--- config.mk ---
export PLATFORM = sky130hd
export DESIGN_NAME = syn_branch_predictor_flat
export DESIGN_NICKNAME = d
export VERILOG_FILES = /design/src/rtl/syn_branch_predictor_if.sv /design/src/rtl/syn_branch_predictor.sv /design/src/flat_wrapper.sv
export SDC_FILE = /design/constraint.sdc
export NUM_CORES = 1
export LEC_CHECK = 0
export ABC_CLOCK_PERIOD_IN_PS = 4700
export BUFFER_PORTS_ARGS = -buffer_cell sky130_fd_sc_hd__buf_2
export CAP_MARGIN = 20
export CORE_ASPECT_RATIO = 0.75
export CORE_MARGIN = 10
export CORE_UTILIZATION = 45
export CTS_CLUSTER_DIAMETER = 200
export DETAILED_ROUTE_END_ITERATION = 12
export PLACE_DENSITY = 0.65
export SLEW_MARGIN = 20
export SYNTH_ARGS = -nofsm -noshare
export SYNTH_HDL_FRONTEND = slang
export SYNTH_SLANG_ARGS = --single-unit
--- constraint.sdc ---
create_clock -name clk -period 4.7 [get_ports clk]
set_clock_uncertainty 0.1 [all_clocks]
set_input_delay 0.47 -clock clk [delete_from_list [all_inputs] [get_ports clk]]
set_output_delay 0.47 -clock clk [all_outputs]
set_load 0.02 [all_outputs]
--- src/rtl/syn_branch_predictor_if.sv ---
// Fetch/resolve port bundle for the branch predictor: IF-stage lookup,
// EX-stage training and debug statistics.
interface syn_branch_predictor_if #(
  parameter int AddrBits = 10
);
  logic                en;
  logic                tbl_clr;
  logic [AddrBits-1:0] pc_if;
  logic                hit;
  logic                predict_taken;
  logic [AddrBits-1:0] predict_target;
  logic                upd_valid;
  logic [AddrBits-1:0] upd_pc;
  logic                upd_taken;
  logic [AddrBits-1:0] upd_target;
  logic                upd_mispredict;
  logic [15:0]         branch_cnt;
  logic [15:0]         mispredict_cnt;

  modport master (
    output en, tbl_clr, pc_if, upd_valid, upd_pc, upd_taken, upd_target, upd_mispredict,
    input  hit, predict_taken, predict_target, branch_cnt, mispredict_cnt
  );

  modport slave (
    input  en, tbl_clr, pc_if, upd_valid, upd_pc, upd_taken, upd_target, upd_mispredict,
    output hit, predict_taken, predict_target, branch_cnt, mispredict_cnt
  );
endinterface

--- src/rtl/syn_branch_predictor.sv ---
// Fully-associative BTB with 2-bit direction counters and true-LRU replacement.
// Combinational lookup on pc_if; training and statistics update on the clock edge.
module syn_branch_predictor #(
  parameter int AddrBits = 10,
  parameter int Entries  = 8
) (
  input  logic                  clk,
  input  logic                  rst_n,
  syn_branch_predictor_if.slave bus
);
  localparam int AgeW = (Entries > 1) ? $clog2(Entries) : 1;

  logic [Entries-1:0]                valid_q, valid_d;
  logic [Entries-1:0][AddrBits-1:0]  tag_q, tag_d;
  logic [Entries-1:0][AddrBits-1:0]  tgt_q, tgt_d;
  logic [Entries-1:0][1:0]           ctr_q, ctr_d;
  logic [Entries-1:0][AgeW-1:0]      age_q, age_d;
  logic [15:0]                       branch_cnt_q, branch_cnt_d;
  logic [15:0]                       mispredict_cnt_q, mispredict_cnt_d;

  logic            lk_hit;
  logic [AgeW-1:0] lk_idx;
  logic            upd_hit;
  logic [AgeW-1:0] upd_idx;
  logic            inv_found;
  logic [AgeW-1:0] inv_idx;
  logic [AgeW-1:0] lru_idx;
  logic [AgeW-1:0] vic_idx;
  logic            touch;
  logic [AgeW-1:0] touch_idx;
  logic [AgeW-1:0] old_age;

  function automatic logic [1:0] ctr_inc(input logic [1:0] c);
    return (c == 2'b11) ? c : c + 2'b01;
  endfunction

  function automatic logic [1:0] ctr_dec(input logic [1:0] c);
    return (c == 2'b00) ? c : c - 2'b01;
  endfunction

  function automatic logic [15:0] sat_inc16(input logic [15:0] v);
    return (v == 16'hFFFF) ? v : v + 16'd1;
  endfunction

  // Lookup: tags are unique, so the last match found is the only match.
  always_comb begin
    lk_hit = 1'b0;
    lk_idx = '0;
    for (int i = 0; i < Entries; i++) begin
      if (valid_q[i] && tag_q[i] == bus.pc_if) begin
        lk_hit = 1'b1;
        lk_idx = AgeW'(i);
      end
    end
  end

  assign bus.hit            = lk_hit;
  assign bus.predict_taken  = lk_hit && ctr_q[lk_idx][1];
  assign bus.predict_target = bus.predict_taken ? tgt_q[lk_idx] : bus.pc_if + AddrBits'(1);
  assign bus.branch_cnt     = branch_cnt_q;
  assign bus.mispredict_cnt = mispredict_cnt_q;

  // Training-side match and victim selection (lowest invalid, else the LRU entry).
  always_comb begin
    upd_hit   = 1'b0;
    upd_idx   = '0;
    inv_found = 1'b0;
    inv_idx   = '0;
    lru_idx   = '0;
    for (int i = 0; i < Entries; i++) begin
      if (valid_q[i] && tag_q[i] == bus.upd_pc) begin
        upd_hit = 1'b1;
        upd_idx = AgeW'(i);
      end
      if (age_q[i] == AgeW'(Entries - 1)) lru_idx = AgeW'(i);
    end
    for (int i = Entries - 1; i >= 0; i--) begin
      if (!valid_q[i]) begin
        inv_found = 1'b1;
        inv_idx   = AgeW'(i);
      end
    end
    vic_idx = inv_found ? inv_idx : lru_idx;
  end

  always_comb begin
    valid_d   = valid_q;
    tag_d     = tag_q;
    tgt_d     = tgt_q;
    ctr_d     = ctr_q;
    age_d     = age_q;
    touch     = 1'b0;
    touch_idx = '0;
    old_age   = '0;
    if (bus.en && bus.tbl_clr) begin
      valid_d = '0;
      for (int i = 0; i < Entries; i++) age_d[i] = AgeW'(i);
    end else if (bus.en && bus.upd_valid) begin
      if (upd_hit) begin
        ctr_d[upd_idx] = bus.upd_taken ? ctr_inc(ctr_q[upd_idx]) : ctr_dec(ctr_q[upd_idx]);
        if (bus.upd_taken) tgt_d[upd_idx] = bus.upd_target;
        touch     = 1'b1;
        touch_idx = upd_idx;
      end else if (bus.upd_taken) begin
        valid_d[vic_idx] = 1'b1;
        tag_d[vic_idx]   = bus.upd_pc;
        tgt_d[vic_idx]   = bus.upd_target;
        ctr_d[vic_idx]   = 2'b10;
        touch            = 1'b1;
        touch_idx        = vic_idx;
      end
    end
    // LRU touch keeps ages a permutation of 0..Entries-1.
    if (touch) begin
      old_age = age_q[touch_idx];
      for (int i = 0; i < Entries; i++) begin
        if (AgeW'(i) == touch_idx)  age_d[i] = '0;
        else if (age_q[i] < old_age) age_d[i] = age_q[i] + AgeW'(1);
      end
    end
  end

  always_comb begin
    branch_cnt_d     = branch_cnt_q;
    mispredict_cnt_d = mispredict_cnt_q;
    if (bus.en && bus.upd_valid) begin
      branch_cnt_d = sat_inc16(branch_cnt_q);
      if (bus.upd_mispredict) mispredict_cnt_d = sat_inc16(mispredict_cnt_q);
    end
  end

  always_ff @(posedge clk or negedge rst_n) begin
    if (!rst_n) begin
      valid_q          <= '0;
      tag_q            <= '0;
      tgt_q            <= '0;
      ctr_q            <= '0;
      for (int i = 0; i < Entries; i++) age_q[i] <= AgeW'(i);
      branch_cnt_q     <= '0;
      mispredict_cnt_q <= '0;
    end else begin
      valid_q          <= valid_d;
      tag_q            <= tag_d;
      tgt_q            <= tgt_d;
      ctr_q            <= ctr_d;
      age_q            <= age_d;
      branch_cnt_q     <= branch_cnt_d;
      mispredict_cnt_q <= mispredict_cnt_d;
    end
  end
endmodule
--- src/flat_wrapper.sv ---
// flat-port wrapper written by rule: the top's interface ports become plain ports
module syn_branch_predictor_flat 
#(
  parameter int AddrBits = 10,
  parameter int Entries  = 8
)
  (clk, rst_n, bus_en, bus_tbl_clr, bus_pc_if, bus_upd_valid, bus_upd_pc, bus_upd_taken, bus_upd_target, bus_upd_mispredict, bus_hit, bus_predict_taken, bus_predict_target, bus_branch_cnt, bus_mispredict_cnt);
  syn_branch_predictor_if #(.AddrBits(AddrBits)) bus_i ();
  input  logic clk;
  input  logic rst_n;
  input wire logic [$bits(bus_i.en)-1:0] bus_en;
  input wire logic [$bits(bus_i.tbl_clr)-1:0] bus_tbl_clr;
  input wire logic [$bits(bus_i.pc_if)-1:0] bus_pc_if;
  input wire logic [$bits(bus_i.upd_valid)-1:0] bus_upd_valid;
  input wire logic [$bits(bus_i.upd_pc)-1:0] bus_upd_pc;
  input wire logic [$bits(bus_i.upd_taken)-1:0] bus_upd_taken;
  input wire logic [$bits(bus_i.upd_target)-1:0] bus_upd_target;
  input wire logic [$bits(bus_i.upd_mispredict)-1:0] bus_upd_mispredict;
  output wire logic [$bits(bus_i.hit)-1:0] bus_hit;
  output wire logic [$bits(bus_i.predict_taken)-1:0] bus_predict_taken;
  output wire logic [$bits(bus_i.predict_target)-1:0] bus_predict_target;
  output wire logic [$bits(bus_i.branch_cnt)-1:0] bus_branch_cnt;
  output wire logic [$bits(bus_i.mispredict_cnt)-1:0] bus_mispredict_cnt;
  assign bus_i.en = bus_en;
  assign bus_i.tbl_clr = bus_tbl_clr;
  assign bus_i.pc_if = bus_pc_if;
  assign bus_i.upd_valid = bus_upd_valid;
  assign bus_i.upd_pc = bus_upd_pc;
  assign bus_i.upd_taken = bus_upd_taken;
  assign bus_i.upd_target = bus_upd_target;
  assign bus_i.upd_mispredict = bus_upd_mispredict;
  assign bus_hit = bus_i.hit;
  assign bus_predict_taken = bus_i.predict_taken;
  assign bus_predict_target = bus_i.predict_target;
  assign bus_branch_cnt = bus_i.branch_cnt;
  assign bus_mispredict_cnt = bus_i.mispredict_cnt;
  syn_branch_predictor #(.AddrBits(AddrBits), .Entries(Entries)) u_core (.clk(clk), .rst_n(rst_n), .bus(bus_i));
endmodule
* After elaboration in Yosys (flattened, before gate mapping)
Cells that the tools add are included.
W data, S select, Z words.
** Operators by class
- Reductions and logical operators :: 32
- Multiplexer cells :: 115
- Bitwise operators :: 8
- $lt $le $gt $ge :: 14
- Add/subtract/negate cells :: 13
- Equality and inequality tests :: 34
** Operator list (count)
- $bwmux W80 :: 3
- $mux W80 :: 3
- $eq A10 B10 Y1 :: 16
- $mux W3 :: 42
- $demux W10 S3 :: 2
- $mux W24 :: 2
- $mux W10 :: 4
- $add A16 B1 Y16 const B :: 2
- $eq A16 B16 Y1 const B :: 2
- $mux W1 :: 32
- $mux W16 :: 2
- $mux W8 :: 4
- $bmux W10 S3 :: 1
- $mux W2 :: 13
- $add A3 B1 Y3 const B :: 8
- $lt A3 B3 Y1 :: 8
- $eq A3 B3 Y1 const B :: 7
- $logic_and A1 B1 Y1 :: 21
- $bwmux W16 :: 1
- $lt A3 B4 Y1 const B :: 4
- $or A8 B8 Y8 :: 2
- $bmux W2 S3 :: 2
- $demux W2 S3 :: 2
- $eq A3 B3 Y1 const A :: 4
- 19 further kinds :: 29
** Word-level totals
- Logic and storage cells :: 251
- Output and inout bits :: 44
- Register bits :: 240

* Logic depth before layout (Yosys ltp)
Gate-level depths: netlist of run 1.
- Word-level depth :: 19
- Depth in mapped cells :: 22

* Least setup slack after synthesis of run 1
Ideal clock, no wire load.
- Kind :: in2reg
- From :: in bus_upd_pc[7]
- To :: reg u_core.age_q[2] (netlist bit)
- Arrival time :: 4.186 ns
- Buffers on the path :: 4
- Path slack :: 0.345 ns
- Cell stages on the path :: 18
- Required time :: 4.531 ns
- Setup time :: 0.069 ns
- Cell sequence :: buf_4 xnor2_1 nand4_1 nor3_1 or4_1 buf_2 nand2b_4 buf_6 o32ai_2 buf_2 mux2i_1 nand2_1 a31oi_1 ha_1 o311ai_2 nand3b_1 or4_1 nand3_1
** RTL lines
- start: declaration :: RTL line flat_wrapper.sv:15 : input wire logic [$bits(bus_i.upd_pc)-1:0] bus_upd_pc;
- end signal: assignment :: RTL line syn_branch_predictor.sv:146 : age_q <= age_d;
- end: declaration :: RTL line syn_branch_predictor.sv:17 : logic [Entries-1:0][AgeW-1:0] age_q, age_d;

* Worst setup path after layout of run 1
- From :: reg u_core.tag_q[41] (netlist bit)
- To :: out bus_predict_target[1]
** Between the ends
- Cells in the longest elaborated chain, start to end :: 10
- Elaborated cells on any way between the ends :: 16
** Ends and longest elaborated chain
- start: declaration :: RTL line syn_branch_predictor.sv:14 : logic [Entries-1:0][AddrBits-1:0] tag_q, tag_d;
- start signal: assignment :: RTL line syn_branch_predictor.sv:143 : tag_q <= tag_d;
- $eq A10 B10 Y1 * :: RTL line syn_branch_predictor.sv:50 : if (valid_q[i] && tag_q[i] == bus.pc_if) begin
- $logic_and A1 B1 Y1 * :: RTL line syn_branch_predictor.sv:50
- $mux W3 (4 in series) :: RTL line syn_branch_predictor.sv:50
- $bmux W2 S3 :: RTL line syn_branch_predictor.sv:58 : assign bus.predict_taken = lk_hit && ctr_q[lk_idx][1];
- $mux W2 (implied by the code) :: RTL line syn_branch_predictor.sv:58
- $logic_and A1 B1 Y1 :: RTL line syn_branch_predictor.sv:58
- $mux W10 * :: RTL line syn_branch_predictor.sv:59 : assign bus.predict_target = bus.predict_taken ? tgt_q[lk_idx] : bus.pc_if + AddrBits'(1);
- end: declaration :: RTL line flat_wrapper.sv:21 : output wire logic [$bits(bus_i.predict_target)-1:0] bus_predict_target;
Mark *: on every way between the ends. The rest lies on a longest branch, timed or not. The select of a mux whose other input is x is not followed.

==> key figures, run 1 <==
Run status
  • Outcome: finished, final reports clean

Placement
  • Detailed placement HPWL: 30.4 mm
  • Cells after DPL: 1837
  • Gpl congestion: 0.924
  • PortBufs: 80

Power
  • Leak: 7.12 nW
  • Pwr Density: 320 nW/um2
  • Peak supply drop: 0.000260 V
  • Total power: 5.23 mW

Critical path
  • Crit path cell chain: xnor2_1 > nand4_1 > nor3_2 > inv_1 > o21ai_1 > nand2_1 > a21oi_4 > buf_4 > buf_12 > mux2_2 > o211ai_1 > o21ai_0 > mux2_2 > buf_2
  • Maximum fanout along the worst path: 29
  • Setup CP Type: reg2out
  • Worst r2r path cells: 16
  • R2r endpoint: u_core.age_q[2]
  • Most frequent CP cell: mux2_2
  • Startpoint type of the worst setup path: flop
  • Worst reg2reg startpoint: u_core.age_q[9]
  • Critical Path Sink Type: output pin
  • Worst reg-to-reg setup slack: 340 ps
  • Critical Path RT: 4130 ps
  • Critical path arrival: 4030 ps
  • Cell at the slowest stage of the critical path: dfrtp_1
  • Slowest stage delay, CP: 440 ps

Floorplanning
  • Starting Density: 45.7%
  • Die Span Y: 174 um
  • CORE AREA: 31300 um2
  • Die X: 226 um
  • IO Pins: 81
  • Die ar.: 39400 um2
  • Num rows: 56

Drt
  • # DRC: 0
  • Vias per inst: 5.84
  • Via count: 11000
  • Final ANT Viol Nets: 0
  • Initial DRC Count: 758
  • Post-Route WL: 41.4 mm
  • DR pass1 iterations: 7
  • DR WL/cell: 21.9 um

Yosys
  • Post-Syn Nets: 1414
  • Synthesized area: 14300 um2
  • FFs w/ async S/R, synth: 100%
  • Unique masters post-synth: 75
  • Seq/Total Area, Yosys: 42.1%
  • Cells after Synth: 1351
  • Synthesis Warnings: 0
  • #FFs+latches synth: 240
  • Main synth FF type: dfrtp_1
  • Number of synthesized flops with an enable pin: 0
  • Mean Syn Cell Area: 10.6 um2

Global routing
  • Total GRT Usage: 20.6%
  • First-pass GRT wire length: 64.2 mm
  • Vias in the first global route: 11000
  • Total grt overflow: 0
  • Largest net degree at the start of global routing: 103
  • Initial antenna violation count: 1

STA
  • Crit path time final: 4600 ps
  • Max Freq: 217 MHz
  • # setup viols final: 0
  • Worst-Margin Slew: 947 ps
  • Fin crit share: 97.8%
  • RSZ-0062 raised after global routing: no
  • Slew margin rel.: 36.9%
  • Final Hold Slack: 142 ps
  • Final hold vios: 0
  • Final Slew Violations: 0

CTS
  • Clock latency on the worst-skew pair: 570 ps
  • Clk buf depth: 3
  • TritonCTS clock tree: built
  • CTS Sinks: 240
  • H-tree Lvls: 1
  • Clock root buffer master: clkbuf_16
  • Total CTS buffers: 27
  • Worst-path clk slew: 60 ps

Finish
  • Final Util: 52.2%
  • Syn-to-layout area delta: 14.2%
  • Ant diodes: 0
  • Fillers: 2831
  • Layout cells sized above 1: 27.1%
  • Post-Layout Cell Count: 1888
  • Layout Nets: 1527

Min path
  • Worst Hold Endpoint: u_core.tgt_q[41]
  • Hold Crit Start: bus_upd_target[1]
  • Hold Crit Class: in2reg
  • WHS Path Cells: 2

Run
  • Max-Cap Viols: 0
-- registers in the layout, summed over array words and instances, names as in the netlist --
name,cells
u_core.age_q,24
u_core.bus.branch_cnt,16
u_core.bus.mispredict_cnt,16
u_core.ctr_q,16
u_core.tag_q,80
u_core.tgt_q,80
u_core.valid_q,8
-- layer usage --
| metal | wire length, um | track usage (%) | share of wire (%) |
|---|---|---|---|
| met1 | 20300 | 30.5 | 49 |
| met2 | 17100 | 29.5 | 41 |
| met3 | 3310 | 5.15 | 8.0 |
| met4 | 714 | 4.30 | 1.7 |
| met5 | 10 | 0 | 0.024 |
-- worst max-delay path: cells and delay by family (launching register included) --
| kind | cells | cell delay, ps |
|---|---|---|
| buffers and inverters | 4 | 710 |
| AOI/OAI and AO/OA | 4 | 700 |
| and+or+nand+nor | 3 | 640 |
| xor gates and xnor gates | 1 | 290 |
| muxes | 2 | 670 |
| DFF | 1 | 440 |
-- cell usage in the layout, fill, tap and decap left out, types with 12 or more instances in the layout --
master / netlist / final
nor2b_1: 28 / 28
inv_1: 29 / 29
dfrtp_1: 228 / 228
a21oi_1: 45 / 44
clkbuf_16: 0 / 28
nor3_1: 37 / 36
nand3_1: 55 / 55
buf_4: 5 / 73
o21ai_0: 27 / 25
dfstp_2: 12 / 12
xnor2_1: 178 / 177
nand2_1: 72 / 72
a211oi_1: 29 / 29
buf_2: 7 / 79
nand4_1: 63 / 63
nor2_1: 59 / 59
mux2_2: 166 / 166
mux2i_1: 38 / 38
xor2_1: 13 / 13
ha_1: 26 / 26
-- cell families after synthesis --
family          Yosys count  synth area share, %
compound gates          199                 9.47
xor+xnor                197                 12.4
fa+ha+maj                27                 2.34
buf+inv                 103                 3.89
flops                   240                 42.1
mux                     206                 15.9
simple gates            379                 14.0
-- where the power goes --
part / switching, mW / internal [mW]
combinational: 0.432 / 0.338
sequential: 0.142 / 2.21
clock: 0.894 / 1.21
-- through the flow --
step | setup TNS, ps | cell area [um2] | setup WS, ps
floorplan | 0 | 14300 | 345
finish | 0 | 16300 | 102
global placement | 0 | 15400 | 80.2
detailed placement | -27.9 | 15400 | -27.9
global route | 0 | 16300 | 9.00
CTS | 0 | 16300 | 75.4
-- synthesized netlist by cell type, types with 9 or more instances --
library cell / n / share of area, %
a211oi_1: 29 / 1.5
a21oi_1: 45 / 1.6
a31oi_1: 10 / 0.44
and3_1: 9 / 0.39
buf_1: 13 / 0.34
buf_6: 19 / 1.5
clkbuf_1: 30 / 0.79
dfrtp_1: 228 / 40
dfstp_2: 12 / 2.2
ha_1: 26 / 2.3
inv_1: 29 / 0.76
mux2_2: 166 / 13
mux2i_1: 38 / 2.7
nand2_1: 72 / 1.9
nand3_1: 55 / 1.9
nand4_1: 63 / 2.8
nor2_1: 59 / 1.5
nor2b_1: 28 / 1.2
nor3_1: 37 / 1.3
o211ai_1: 11 / 0.58
o21ai_0: 27 / 0.94
o2bb2ai_1: 11 / 0.67
o31ai_1: 10 / 0.52
or3_1: 11 / 0.48
xnor2_1: 178 / 11
xor2_1: 13 / 0.80
-- worst max-delay path by stage --
stage | startpoint | endpoint | slack [ps] | cells past startpoint
5_1_grt | u_core.tag_q[41] | bus_predict_target[8] | 9 | 15
3_3_place_gp | bus_upd_pc[6] | u_core.age_q[2] | 80 | 16
2_1_floorplan | bus_upd_pc[7] | u_core.age_q[2] | 350 | 18
6_report | u_core.tag_q[41] | bus_predict_target[1] | 100 | 14
3_5_place_dp | bus_upd_pc[6] | u_core.age_q[2] | -30 | 16
4_1_cts | u_core.tag_q[41] | bus_predict_target[1] | 80 | 13
-- final cells by class --
class	instances	area, um2	share of cell area [%]
timing repair buffer	158	1050	6.45
clock buffer	42	792	4.85
tap	406	508	3.11
multi-input combinational	1008	7790	47.7
inverter	29	109	0.666
clock inverter	5	68.8	0.421
sequential	240	6020	36.8
-- what timing repair did --
action	CTS	global route
endpoints found under the setup margin	0	11
resized for setup	0	5
buffers inserted	0	2
hold endpoints to repair	91	0
hold buffers	1	0
No activity file was read; power rests on OpenSTA's default activity.
==> run 2, diff against run 1 <==
Settings changed: CORE_MARGIN 10 to not set.
==> run 2 against run 1 <==
First-iteration DRC count up 37%. Sequential share of layout area down 0.22 points. Final cell count up 0.90%. Worst hold slack better by 17 ps. Register-to-register slack worse by 30 ps. Wire length up 0.95%. Critical path type unchanged. Largest cell class unchanged. Largest power group unchanged.
==> key figures, run 2 (synthesized netlist as in run 1, its figures left out) <==
CTS
  • Worst-path clk slew: 60 ps
  • CTS Sinks: 240
  • Clock root buffer master: clkbuf_16
  • TritonCTS clock tree: built
  • H-tree Lvls: 1
  • Clk buf depth: 3
  • Total CTS buffers: 25
  • Clock latency on the worst-skew pair: 560 ps

Power
  • Pwr Density: 314 nW/um2
  • Leak: 7.19 nW
  • Comb power frac: 15.4%
  • Clock power frac: 39.0%
  • Sequential share of power: 45.6%
  • Total power: 5.17 mW
  • Peak supply drop: 0.000265 V
  • Switching share of power: 28.2%
  • Psw: 1.45 mW
  • Internal power: 3.71 mW

STA
  • Slew margin rel.: 40.7%
  • Worst-Margin Slew: 882 ps
  • Final Slew Violations: 0
  • Final hold vios: 0
  • Fin crit share: 95.6%
  • Crit path time final: 4490 ps
  • # setup viols final: 0
  • RSZ-0062 raised after global routing: no
  • Max Freq: 222 MHz

Finish
  • Commonest non-fill, non-tap cell in the layout: dfrtp_1
  • Largest registers: u_core.tag_q (80), u_core.tgt_q (80), u_core.age_q (24)
  • Syn-to-layout area delta: 14.9%
  • Final Cell Area: 16400 um2
  • Register Area: 6020 um2
  • Layout cells sized above 1: 28.0%
  • Post-Layout Cell Count: 1905
  • Fillers: 2788
  • Multi-input logic area: 7800 um2
  • Layout Nets: 1543
  • Final Util: 52.6%
  • Most frequent cells in the layout: dfrtp_1, xnor2_1, mux2_2

Drt
  • DR WL/cell: 21.9 um
  • Initial DRC Count: 1038
  • # DRC: 0
  • Via count: 11300
  • Vias per inst: 5.92
  • DR pass1 iterations: 5
  • Final ANT Viol Nets: 0
  • Post-Route WL: 41.8 mm

Critical path
  • Startpoint type of the worst setup path: flop
  • Cell at the slowest stage of the critical path: dfrtp_1
  • Worst r2r path cells: 17
  • Critical path arrival: 3920 ps
  • Worst reg-to-reg setup slack: 310 ps
  • CP delay by family, top: simple AND/OR/NAND/NOR gates
  • CP bufs+invs: 3
  • Stages on worst setup path: 15
  • Setup CP Type: reg2out
  • Most frequent CP cell: nand2_1
  • Worst reg2reg startpoint: u_core.age_q[7]
  • Maximum fanout along the worst path: 23
  • Critical Path Start: u_core.tag_q[26]
  • Slowest stage delay, CP: 410 ps
  • Worst setup endpoint: bus_predict_target[1]
  • Critical Path RT: 4130 ps
  • Crit path cell chain: xnor2_1 > nand4_1 > nor3_2 > nor4_1 > o21ai_1 > nand2_1 > a21oi_4 > buf_8 > a21oi_1 > mux2i_1 > nand2_1 > o31ai_4 > buf_12 > mux2_2 > buf_2
  • R2r endpoint: u_core.age_q[16]
  • Critical Path Sink Type: output pin

Global routing
  • Total GRT Usage: 26.0%
  • First-pass GRT wire length: 65.6 mm
  • Largest net degree at the start of global routing: 84
  • Vias in the first global route: 11000
  • Total grt overflow: 0
  • Initial antenna violation count: 0

Min path
  • Hold Crit Class: in2reg
  • Hold Crit Start: bus_upd_target[8]

Floorplanning
  • Die ar.: 32500 um2
  • Die Span Y: 156 um
  • Die X: 208 um
  • Starting Density: 45.8%
  • Num rows: 56
  • CORE AREA: 31300 um2
  • IO Pins: 81

Placement
  • Gpl congestion: 0.961
  • Post-placement cell area: 15500 um2
  • PortBufs: 80
  • Detailed placement HPWL: 30.2 mm
  • Cells after DPL: 1857

Run
  • Max-Cap Viols: 0

Run status
  • Outcome: finished, final reports clean
run 2: changes by cell type in the layout (fill, tap and decap cells not counted), sizes merged:
cell    delta
buf       +19
clkbuf     -4
clkinv     +2
diode      +1
inv        -1
run 2: layout make-up:
| type | instances | share of cell area (%) |
|---|---|---|
| diodes | 1 | 0.0152 |
| clock buffers | 39 | 4.55 |
| clock inverters | 6 | 0.426 |
| inverters | 29 | 0.662 |
| multi-input cells | 1008 | 47.5 |
| flip-flops and latches | 240 | 36.6 |
| well taps | 406 | 3.09 |
| repair buffers | 176 | 7.17 |
run 2: worst register-to-register path, cell delays in order, from the launching register on:
cell	delay (ps)
dfstp_2	580
ha_1	170
ha_1	230
nor2b_1	90
o21bai_1	130
a21oi_1	80
o21ai_1	230
nand2_1	190
and3_1	300
nor2_4	210
buf_4	180
o31ai_1	110
or4_1	550
buf_4	210
or3_1	350
a31oi_1	300
and2_1	210
o2bb2ai_1	110
run 2: how the worst min path moves through the flow:
| stage | endpoint | slack, ps | cells after the start |
|---|---|---|---|
| floorplan | u_core.age_q[0] | 70 | 0 |
| global placement | u_core.ctr_q[14] | 370 | 2 |
| detailed placement | u_core.bus.mispredict_cnt[14] | 370 | 1 |
| CTS | u_core.tgt_q[72] | 140 | 2 |
| global route | u_core.tgt_q[1] | 170 | 2 |
| finish | u_core.tgt_q[8] | 160 | 2 |
run 2: repair_timing:
item | in CTS | in global routing
endpoints found under the hold margin | 79 | 0
setup endpoints to repair | 10 | 22
pin swaps | 0 | 1
gates resized for setup | 3 | 8
buffers inserted | 0 | 1
cloned | 0 | 0
hold buffers | 1 | 0
run 2: routing by layer:
metal	routed length (um)	share of wire, %	global-route usage [%]
met3	4020	9.6	6.68
met2	16600	40	36.5
met1	20300	49	39.6
met4	872	2.1	5.40
met5	0	0	0
run 2: metrics by stage:
stage                     setup TNS (ps)  hold WS, ps  worst slack (ps)
after floorplan                        0         74.4               345
after global placement                 0          370              5.83
after detailed placement            -741          375             -87.6
after CTS                              0          139              1.85
after global routing                   0          170              10.5
final                                  0          160               206
run 2: power by group through the flow:
| stage | clock [mW] | sequential [mW] | combinational (mW) |
|---|---|---|---|
| finish | 2.01 | 2.36 | 0.796 |
| global route | 2.14 | 2.37 | 0.861 |
| CTS | 2.06 | 2.35 | 0.792 |
| detailed placement | 0 | 2.39 | 0.789 |
| global placement | 0 | 2.38 | 0.780 |
| floorplan | 0 | 2.41 | 0.461 |
==> run 3, diff against run 2 <==
Settings changed: CORE_UTILIZATION 45 to 30, PLACE_DENSITY 0.65 to 0.48.
==> run 3 against run 2 <==
Via count shrank 2.8%. Cell area grew 2.1%. Sequential power is essentially flat. Critical endpoint unchanged. Highest routed layer is now met5.
==> key figures, run 3 (synthesized netlist as in run 1, its figures left out) <==
Run status
  • Outcome: finished, final reports clean

Drt
  • DR pass1 iterations: 5
  • DR WL/cell: 20.5 um
  • Vias per inst: 5.19
  • Final ANT Viol Nets: 0
  • Initial DRC Count: 826
  • Post-Route WL: 43.4 mm
  • Via count: 11000
  • # DRC: 0

CTS
  • H-tree Lvls: 1
  • CTS Sinks: 240
  • Clock root buffer master: clkbuf_16
  • TritonCTS clock tree: built
  • Worst-path clk slew: 60 ps
  • Clk buf depth: 3
  • Clock latency on the worst-skew pair: 570 ps
  • Total CTS buffers: 27

Critical path
  • Cell at the slowest stage of the critical path: dfrtp_1
  • CP delay by family, top: compound AO/OA/AOI/OAI gates
  • Critical Path RT: 4130 ps
  • Critical path arrival: 3910 ps
  • CP bufs+invs: 3
  • Crit path cell chain: xnor2_2 > nand4_1 > nor3_2 > nor4_1 > o21ai_0 > nand2_1 > a21oi_4 > buf_12 > buf_16 > mux2_2 > o211ai_1 > o21ai_0 > mux2_2 > buf_2
  • Startpoint type of the worst setup path: flop
  • Critical Path Sink Type: output pin
  • Setup CP Type: reg2out
  • Slowest stage delay, CP: 430 ps
  • Maximum fanout along the worst path: 29

STA
  • Final hold vios: 0
  • Final Hold Slack: 145 ps
  • Max Freq: 223 MHz
  • Worst setup margin: 217 ps
  • Setup TNS Final: 0 ps
  • RSZ-0062 raised after global routing: no
  • Crit path time final: 4480 ps
  • # setup viols final: 0
  • Slew margin rel.: 32.2%
  • Fin crit share: 95.4%
  • Final Slew Violations: 0
  • Worst-Margin Slew: 1020 ps

Placement
  • Placement Setup Slack: -139 ps
  • Detailed placement HPWL: 32.0 mm
  • PortBufs: 80
  • Cells after DPL: 2060
  • Post-placement cell area: 15700 um2
  • Gpl congestion: 0.885

Floorplanning
  • Num rows: 68
  • Die Span Y: 191 um
  • Die X: 254 um
  • CORE AREA: 46500 um2
  • Starting Density: 30.8%
  • Die ar.: 48600 um2
  • IO Pins: 81

Power
  • Pwr Density: 319 nW/um2
  • Peak supply drop: 0.000239 V
  • Total power: 5.35 mW
  • Leak: 7.19 nW

Finish
  • Multi-input logic area: 7860 um2
  • Fillers: 4711
  • Layout cells sized above 1: 28.0%
  • Post-Layout Cell Count: 2114
  • Syn-to-layout area delta: 17.2%
  • Final Util: 36.1%
  • Commonest non-fill, non-tap cell in the layout: dfrtp_1
  • Largest registers: u_core.tag_q (80), u_core.tgt_q (80), u_core.age_q (24)
  • Final Cell Area: 16800 um2
  • Layout Nets: 1527
  • Most frequent cells in the layout: dfrtp_1, xnor2_1, mux2_2
  • Register Area: 6020 um2

Global routing
  • Total GRT Usage: 18.0%
  • Initial antenna violation count: 2
  • Largest net degree at the start of global routing: 83
  • First-pass GRT wire length: 66.7 mm
  • Vias in the first global route: 10900
  • Total grt overflow: 0

Run
  • Max-Cap Viols: 0

Min path
  • Hold Crit Class: in2reg
[run 3: final cells by class]
cell class / count / area share, %
multi-input cells: 1008 / 46.9
flip-flops and latches: 240 / 35.9
repair buffers: 158 / 6.40
well taps: 630 / 4.70
clock buffers: 37 / 4.49
clock inverters: 11 / 1.01
inverters: 29 / 0.649
diodes: 1 / 0.0149
[run 3: repair_timing]
action | CTS | global route
setup endpoints to repair | 6 | 17
buffers inserted | 2 | 1
endpoints found under the hold margin | 68 | 0
pin swaps | 2 | 2
hold buffers | 1 | 0
cloned | 0 | 1
resized for setup | 1 | 17
[run 3: path summary, 6_finish.rpt]
| kind | startpoint | to | slack [ps] | cells past startpoint |
|---|---|---|---|---|
| worst min-delay path | bus_upd_target[7] | u_core.tgt_q[57] | 150 | 2 |
| worst min register to register | u_core.ctr_q[14] | u_core.ctr_q[14] | 380 | 2 |
| min in group asynchronous | rst_n | u_core.tag_q[36] | 400 | 2 |
| worst max-delay path | u_core.tag_q[29] | bus_predict_target[1] | 220 | 14 |
| worst max register to register | u_core.tag_q[74] | u_core.age_q[18] | 250 | 16 |
| max in group asynchronous | rst_n | u_core.tgt_q[40] | 3040 | 3 |
[run 3: layer usage]
| layer | global-route usage [%] | share of wire (%) | vias up |
|---|---|---|---|
| li1 | - | - | 5119 |
| met3 | 3.27 | 5.4 | 44 |
| met2 | 25.3 | 40 | 291 |
| met4 | 3.15 | 1.5 | 4 |
| met1 | 28.3 | 53 | 5509 |
| met5 | 0 | 0.060 | - |
[run 3: power breakdown]
group / internal (mW) / switching (mW)
Combinational: 0.335 / 0.430
Clock: 1.34 / 0.898
Sequential: 2.21 / 0.138
Total: 3.89 / 1.47
